**src/rtl/icache_types.sv**
```systemverilog
// Shared types and default geometry for the direct-mapped instruction cache.
package icache_types;

  localparam int S_INDEX_DEF  = 4;
  localparam int S_OFFSET_DEF = 5;
  localparam int TAG_W_DEF    = 32 - S_INDEX_DEF - S_OFFSET_DEF;
  localparam int LINE_W       = 256;

  typedef logic [LINE_W-1:0] line_t;

  typedef enum logic [1:0] {
    IDLE  = 2'd0,
    FETCH = 2'd1,
    FILL  = 2'd2
  } state_e;

endpackage

```
**src/rtl/icache_array.sv**
```systemverilog
// Valid/tag/data storage for the icache: asynchronous read, write on fill,
// valid bits cleared by asynchronous reset (tag/data need no reset).
module icache_array
  import icache_types::*;
#(
  parameter int S_INDEX = S_INDEX_DEF,
  parameter int TAG_W   = TAG_W_DEF
) (
  input  logic               clk,
  input  logic               rst,
  input  logic               we_i,
  input  logic [S_INDEX-1:0] widx_i,
  input  logic [TAG_W-1:0]   wtag_i,
  input  line_t              wdata_i,
  input  logic [S_INDEX-1:0] ridx_i,
  output logic               rvalid_o,
  output logic [TAG_W-1:0]   rtag_o,
  output line_t              rdata_o
);

  localparam int SETS = 2 ** S_INDEX;

  logic [SETS-1:0]  valid_q;
  logic [TAG_W-1:0] tag_q  [SETS];
  line_t            data_q [SETS];

  always_ff @(posedge clk or negedge rst) begin
    if (!rst) begin
      valid_q <= '0;
    end else if (we_i) begin
      valid_q[widx_i] <= 1'b1;
    end
  end

  always_ff @(posedge clk) begin
    if (we_i) begin
      tag_q[widx_i]  <= wtag_i;
      data_q[widx_i] <= wdata_i;
    end
  end

  assign rvalid_o = valid_q[ridx_i];
  assign rtag_o   = tag_q[ridx_i];
  assign rdata_o  = data_q[ridx_i];

endmodule

```
**src/rtl/icache.sv**
```systemverilog
// Direct-mapped read-only instruction cache with zero-cycle hits and one
// outstanding line fill. Optional hit/miss counters under ICACHE_PERF_EN.
module icache
  import icache_types::*;
#(
  parameter int S_INDEX  = S_INDEX_DEF,
  parameter int S_OFFSET = S_OFFSET_DEF
) (
  input  logic        clk,
  input  logic        rst,
  input  logic        inst_read,
  input  logic [31:0] inst_addr,
  output logic        inst_resp,
  output logic [31:0] inst_rdata,
  output logic        pmem_read,
  output logic [31:0] pmem_address,
  input  logic        pmem_resp,
  input  line_t       pmem_rdata
`ifdef ICACHE_PERF_EN
  ,
  output logic [31:0] hit_count,
  output logic [31:0] miss_count
`endif
);

  localparam int TAG_W = 32 - S_INDEX - S_OFFSET;

  state_e                state_q, state_d;
  logic [31-S_OFFSET:0]  line_q, line_d;

  logic [TAG_W-1:0]      req_tag;
  logic [S_INDEX-1:0]    req_idx;
  logic [S_OFFSET-3:0]   word_sel;
  logic                  arr_valid;
  logic [TAG_W-1:0]      arr_tag;
  line_t                 arr_line;
  logic                  hit;
  logic                  fill_we;
  logic                  hit_ev;
  logic                  miss_ev;
  logic                  unused_addr_bits;

  assign req_tag          = inst_addr[31:S_OFFSET+S_INDEX];
  assign req_idx          = inst_addr[S_OFFSET+S_INDEX-1:S_OFFSET];
  assign word_sel         = inst_addr[S_OFFSET-1:2];
  assign unused_addr_bits = ^inst_addr[1:0];

  icache_array #(
    .S_INDEX (S_INDEX),
    .TAG_W   (TAG_W)
  ) u_array (
    .clk      (clk),
    .rst      (rst),
    .we_i     (fill_we),
    .widx_i   (line_q[S_INDEX-1:0]),
    .wtag_i   (line_q[31-S_OFFSET:S_INDEX]),
    .wdata_i  (pmem_rdata),
    .ridx_i   (req_idx),
    .rvalid_o (arr_valid),
    .rtag_o   (arr_tag),
    .rdata_o  (arr_line)
  );

  assign hit = arr_valid && (arr_tag == req_tag);

  always_ff @(posedge clk or negedge rst) begin
    if (!rst) begin
      state_q <= IDLE;
      line_q  <= '0;
    end else begin
      state_q <= state_d;
      line_q  <= line_d;
    end
  end

  always_comb begin
    state_d      = state_q;
    line_d       = line_q;
    inst_resp    = 1'b0;
    inst_rdata   = '0;
    pmem_read    = 1'b0;
    pmem_address = '0;
    fill_we      = 1'b0;
    hit_ev       = 1'b0;
    miss_ev      = 1'b0;
    case (state_q)
      IDLE: begin
        if (inst_read) begin
          if (hit) begin
            inst_resp  = 1'b1;
            inst_rdata = arr_line[{word_sel, 5'b0} +: 32];
            hit_ev     = 1'b1;
          end else begin
            line_d  = inst_addr[31:S_OFFSET];
            state_d = FETCH;
            miss_ev = 1'b1;
          end
        end
      end
      FETCH: begin
        // Address comes only from the latched line so CPU address changes are ignored.
        pmem_read    = 1'b1;
        pmem_address = {line_q, {S_OFFSET{1'b0}}};
        if (pmem_resp) begin
          fill_we = 1'b1;
          state_d = FILL;
        end
      end
      FILL: begin
        state_d = IDLE;
      end
      default: begin
        state_d = IDLE;
      end
    endcase
  end

`ifdef ICACHE_PERF_EN
  logic [31:0] hit_cnt_q, miss_cnt_q;

  always_ff @(posedge clk or negedge rst) begin
    if (!rst) begin
      hit_cnt_q  <= '0;
      miss_cnt_q <= '0;
    end else begin
      if (hit_ev)  hit_cnt_q  <= hit_cnt_q + 32'd1;
      if (miss_ev) miss_cnt_q <= miss_cnt_q + 32'd1;
    end
  end

  assign hit_count  = hit_cnt_q;
  assign miss_count = miss_cnt_q;
`else
  logic unused_perf;
  assign unused_perf = hit_ev ^ miss_ev;
`endif

endmodule

```
**config.mk**
```make
export PLATFORM = sky130hd
export DESIGN_NAME = icache
export DESIGN_NICKNAME = d
export VERILOG_FILES = /design/src/rtl/icache_types.sv /design/src/rtl/icache_array.sv /design/src/rtl/icache.sv
export SDC_FILE = /design/constraint.sdc
export NUM_CORES = 2
export LEC_CHECK = 0
export CAP_MARGIN = 0
export CORE_MARGIN = 8
export CORE_UTILIZATION = 62
export CTS_CLUSTER_SIZE = 28
export DETAILED_ROUTE_END_ITERATION = 12
export PLACE_DENSITY_LB_ADDON = 0.1
export RECOVER_POWER = 100
export SLEW_MARGIN = 10
export SYNTH_ARGS = -nofsm -noshare
export SYNTH_HDL_FRONTEND = slang
export SYNTH_MEMORY_MAX_BITS = 65536
export SYNTH_SLANG_ARGS = --single-unit
```
**constraint.sdc**
```tcl
create_clock -name clk -period 24 [get_ports clk]
set_input_delay 4.8 -clock clk [delete_from_list [all_inputs] [get_ports clk]]
set_output_delay 4.8 -clock clk [all_outputs]
set_load 0.01 [all_outputs]
```
### Word level (Yosys, flattened, before mapping)

Memory sizes are Yosys's and may differ from the RTL's.
Cells that the tools add are included.

* register bits: 45
* RAM bits: 4464
* input port bits: 292
* memories kept: 2
* logic and storage cells: 41
* output and inout bits: 66

* reductions and logical operators: 5
* muxes and demuxes: 20
* magnitude comparators: 3
* shift-type cells: 1
* equality and inequality tests: 5
* bitwise gates (word level): 2

Memories
* u_array.data_q: depth 16, bits a word 256, read ports 1, clocked after memory_dff 0, wr ports 1, line icache_array.sv:25 `line_t data_q [SETS];`
* u_array.tag_q: depth 16, bits a word 23, read ports 1, clocked after memory_dff 0, wr ports 1, line icache_array.sv:24 `logic [TAG_W-1:0] tag_q [SETS];`

Operator list (count)
* 256-bit by 9-bit indexed part select with 32-bit output: 1
* 32-bit two-way mux: 4
* 23-bit == test: 1
* 16-bit OR: 1
* 4-bit by 5-bit < comparator with 1-bit output, second input constant: 2
* 1-bit two-way mux: 10
* 2-bit two-way mux: 3
* 2-bit != test, second input constant: 3
* 3-bit AND reduction: 2
* 1-bit binary-select mux with 4-bit select: 1
* 1-bit demux with 4-bit select: 1
* 4-bit by 1-bit >= comparator with 1-bit output, second input constant: 1
* 2-bit one-hot mux with 2 select lines: 1
* 2-bit by 1-bit == test with 1-bit output, second input constant: 1
* 1-bit logical AND: 2
* 2-bit logical NOT: 1
* 1-bit NOT: 1

### Longest topological paths before layout

* word-level depth: 6
* mapped depth: 15

### Cells and area by module

Synthesis repeated with hierarchy kept, for this count alone.

* cells, all modules: 7706
* area total of the unflattened synthesis: 172002.5 um^2

Modules (own cells, without submodules)
* icache_array: cells each 7421, area each 168355.2 um^2, times used 1
* icache: cells each 285, area each 3647.2 um^2, times used 1

### Least setup slack after synthesis

Ideal clock, no wire load.

* path type: input-to-reg
* start point: in pmem_resp
* end point: reg u_array.valid_q[0]
* stages: 4
* data arrival time: 25611 ps
* data required time: 23822 ps
* setup time: 178 ps
* path slack: -1789 ps
* path through: nand2_1 > or3_1 > nor3_1 > or2_2

* longest elaborated chain between the ends: 2

RTL lines
* start: declaration: line icache.sv:17 `input logic pmem_resp,`
* 1-bit two-way mux: line icache.sv:104 `if (pmem_resp) begin`
* 1-bit two-way mux: line icache.sv:86 `case (state_q)`
* end signal: assignment: line icache_array.sv:29 `valid_q <= '0;`
* end signal: indexed assignment: line icache_array.sv:31 `valid_q[widx_i] <= 1'b1;`
* end: declaration: line icache_array.sv:23 `logic [SETS-1:0] valid_q;`

No other way between the ends.
A chain may end at the register's enable or synchronous reset.

### Final worst setup path

* start point: in pmem_resp
* end point: mem u_array.data_q[9][149] (netlist bit) (enable)

* longest elaborated chain between the ends: 4

RTL lines
* 1-bit two-way mux: line icache.sv:104
* 1-bit two-way mux: line icache.sv:86
* 1-bit two-way mux: line icache_array.sv:36 `if (we_i) begin`
* 1-bit two-way mux (not written as such): line icache_array.sv:38 `data_q[widx_i] <= wdata_i;`
* end: declaration: line icache_array.sv:25

No other way between the ends.

==> results.txt <==
The run finished, with violations left. The checks that failed: capacitance limit, slew limit. Grouping stages by cell kind, the critical path spends the most delay in buffers and inverters. The total power divided by cell area is 88.06 mW/mm^2.

The vias per cell is 6.803. The number of antenna violations at the first check in global routing is 187. The routed length on met2 is 191,200 um. The fraction of post-synthesis cell area in the top cell type by area is 77.84%. Traced cell by cell, the critical path runs through dlygate4sd3_1 -> nand2_1 -> nor2_1 -> nand2_1 -> nor2_1 -> clkbuf_1 -> clkbuf_1. The last weighted congestion value of the routability-driven placer is 0.7782. IR analysis of the VDD net gives a maximum drop of 0.07671 mV. The longest clock path from root to sink contains 4 buffers.

In this run the clock root is driven by a clkbuf_16. The source of the worst register-to-register timing path is state_q[1]$_DFFE_PN0P_. The number of rows in the core area came out at 193. For this run, design rule violations remaining after detail routing come to 0. The clock tree from TritonCTS is done. The detail route stage leaves a number of antenna-violating nets equal to 0.

Data on the critical path is required at its endpoint by 24.29 ns. In the post-synthesis netlist, the biggest area contributors are edfxtp_1 (78%), mux4_2 (18%), mux2i_1 (0.72%). The filler-free cell count of the finished design came out at 11,500. In this run, placement finished with an instance count of 10,580.

After clock tree synthesis, the repair step resized 0 gates. The total of hold buffers inserted after clock tree synthesis is 0. Summed over all layers, the global routing overflow is 0.

The later-pin clock latency in the skew report came out at 0.94 ns. The number of max-slew violations in the final report was 4,697. The wire length the detailed router placed on met1 is 160,500 um. The category of the worst setup path launch point is an input port. The most repeated cell in the gate-level netlist after synthesis is edfxtp_1. The worst hold path terminates at u_array.valid_q[6]$_DFFE_PN0P_.

The biggest area contributor in the post-synthesis netlist is edfxtp_1. The number of synthesized register bits is 4,509. The time the worst path needs with I/O delays and setup came out at 19.80 ns. The sum of negative setup slack came out at 0 ns. The HPWL reported at the end of detailed placement came out at 218,800 um. Counting instances in the post-synthesis netlist gives the leading cell types as edfxtp_1 (4,464), mux4_2 (1,404), buf_2 (205).

The total track usage came out at 28.04%. The endpoint identified for the worst register-to-register timing path is u_array.data_q[9][149]$_DFFE_PP_. The die covers 0.2949 mm^2. The number of fillers in the final layout is 16,090. The initial cell density of the core came out at 62.28%. The final critical path takes up 82.50% of the cycle.

Cells fill 69.99% of the core in the end. The number of clock buffers added by TritonCTS is 437. The largest net degree at the start of global routing is 155.

The finished layout cell area came out at 0.1935 mm^2. The global-route wire length before repair came out at 584,500 um. Across the routed clock network, the largest skew measured is 0.03507 ns. The number of hold violations in the final report came out at 0. The critical path is of the in2reg type. After clock tree synthesis, the clock-pin slew on the worst setup and hold paths is 0.06 ns. The distinct cell type count after synthesis is 63.

Setup violations remaining at the end of the flow were counted as 0. The post-synthesis async set-or-reset flop share came out at 0.9980%. The final setup slack of the worst path came out at 4.200 ns.

The number of synthesized flops with an enable pin came out at 4,464. The net count of the finished layout is 7,603. The number of maximum-capacitance violations came out at 101. Setup repair after global routing left no endpoint under its margin. The placeable core region is 0.2765 mm^2. The H-tree generated during clock tree synthesis spans 5 levels.

The arrival time of the worst setup path is 20.09 ns. The die span in x is 543.0 um. The static leakage power came out at 59.94 nW. The transition time at the pin with the least slew margin came out at 10.33 ns. The count of warnings emitted by yosys is 0.

The wire length on met3 came out at 48,660 um. The path depth of the worst reg2reg path came out at 7. The signed area change from the synthesized netlist to the final layout came out at 12.37%. Buffers placed on the I/O ports in this run total 350. The detailed-route via count is 78,200. The sequential element share of the synthesized area is 78.50%.

The slowest stage cell on the critical path is clkbuf_1. The largest stage delay on the critical path came out at 6.38 ns. The setup check on the worst reg-to-reg path leaves a slack of 6.09 ns. The die span in y came out at 543.0 um. The startpoint of the most critical hold path is u_array.valid_q[6]$_DFFE_PN0P_. In this run the count of I/O pins placed on the die edge is 358. The post-CTS setup repair buffer count came out at 0.

Prior to clock tree synthesis, the placed netlist has a worst setup slack of 7.632 ns. The class of the most critical hold timing path is reg2reg. The number of global-route vias before repair is 79,760. The worst hold path stage count is 1. The count of mapped cells out of synthesis came out at 6,726.

The clock net sink count is 4,509. The number of buffers and inverters on the critical path is 3. The highest net fanout along the worst path is 98. The placement-stage cell area came out at 0.1801 mm^2. STA classifies the critical path endpoint as a register. The wire length after detailed routing is 414,500 um. The flip-flop cell with the highest count after synthesis is edfxtp_1. The highest signal layer in the routed design is met5. Measured against its own limit, the worst slew margin works out to -588.8%. The share of post-route cells with drive strength above 1 came out at 27.32%. The first-iteration detailed-routing DRC count is 9,761.

The post-synthesis instance area came out at 0.1722 mm^2. The number of search-and-repair iterations in the first detailed-routing pass came out at 5. Averaged over all synthesized cells, the footprint is 25.60 um^2. The timing-limited maximum frequency is 0.05051 GHz.

The wire length per cell after detailed routing is 36.06 um.
-- state kept, by name (all words and copies together), names as in the netlist --
register	cells
u_array.data_q	4096
line_q	27
u_array.tag_q	368
u_array.valid_q	16
state_q	2
-- stage by stage --
step	total power, mW	hold WS (ns)
finish	17.04	0.4641
global route	17.52	0.4754
CTS	17.14	0.4660
detailed placement	10.53	0.4480
global placement	10.49	0.4465
floorplan	10.07	0.4337
-- power by group --
group,total (mW),switching [mW],internal [mW]
registers,9.22,0.138,9.08
logic,1.14,0.695,0.450
clock network,6.68,2.85,3.83
-- cells by family after synthesis --
logic type | Yosys count | share of synthesized area, %
buf+inv | 368 | 1.133
other cells | 1 | 0.002178
compound gates | 83 | 0.3568
simple gates | 190 | 0.6082
mux | 1555 | 19.30
xor+xnor | 20 | 0.1017
flops | 4509 | 78.50
-- cell type report --
type | instances | area [um^2] | share of cell area [%]
Tap cell | 3705 | 4636 | 2.396
Clock inverter | 258 | 2337 | 1.208
Timing Repair Buffer | 501 | 4390 | 2.269
Multi-Input combinational cell | 1853 | 35040 | 18.11
Inverter | 9 | 41.29 | 0.02134
Clock buffer | 552 | 11620 | 6.005
Sequential cell | 4509 | 135200 | 69.86
Antenna cell | 108 | 270.3 | 0.1397
-- worst register-to-register path, delay by kind of cell, from the launching register on --
family | cells | cell delay, ns
and+or+nand+nor | 5 | 4.04
DFF | 1 | 0.38
buffers and inverters | 2 | 12.75
-- placed cells by master (no fill, tap or decap), types with 28 or more instances in the layout --
| cell type | count |
|---|---|
| and2_0 | 28 |
| clkinv_2 | 69 |
| clkbuf_1 | 193 |
| bufinv_16 | 38 |
| buf_4 | 53 |
| mux4_2 | 1404 |
| clkdlybuf4s50_1 | 54 |
| mux2i_1 | 124 |
| clkinv_1 | 116 |
| dfrtp_1 | 45 |
| nor2_1 | 51 |
| edfxtp_1 | 4464 |
| clkbuf_16 | 447 |
| dlygate4sd3_1 | 288 |
| diode_2 | 108 |
| a22oi_1 | 33 |
-- how the worst max path moves through the flow --
stage,from,slack (ns),cells past startpoint,to
global placement,inst_addr[5],7.62,11,inst_rdata[4]
finish,pmem_resp,4.20,7,u_array.data_q[9][149]$_DFFE_PP_
global route,pmem_resp,3.90,7,u_array.data_q[15][30]$_DFFE_PP_
floorplan,pmem_resp,5.94,4,u_array.valid_q[8]$_DFFE_PN0P_
CTS,inst_addr[5],7.64,11,inst_rdata[4]
detailed placement,inst_addr[5],7.63,11,inst_rdata[4]
-- metal layers --
layer | vias up | GRT usage (%)
met5 | - | 0
met4 | 78 | 9.270
met3 | 666 | 9.050
met2 | 4177 | 41.31
met1 | 42480 | 40.74
li1 | 30800 | -
Power figures use the tool's default switching activity.
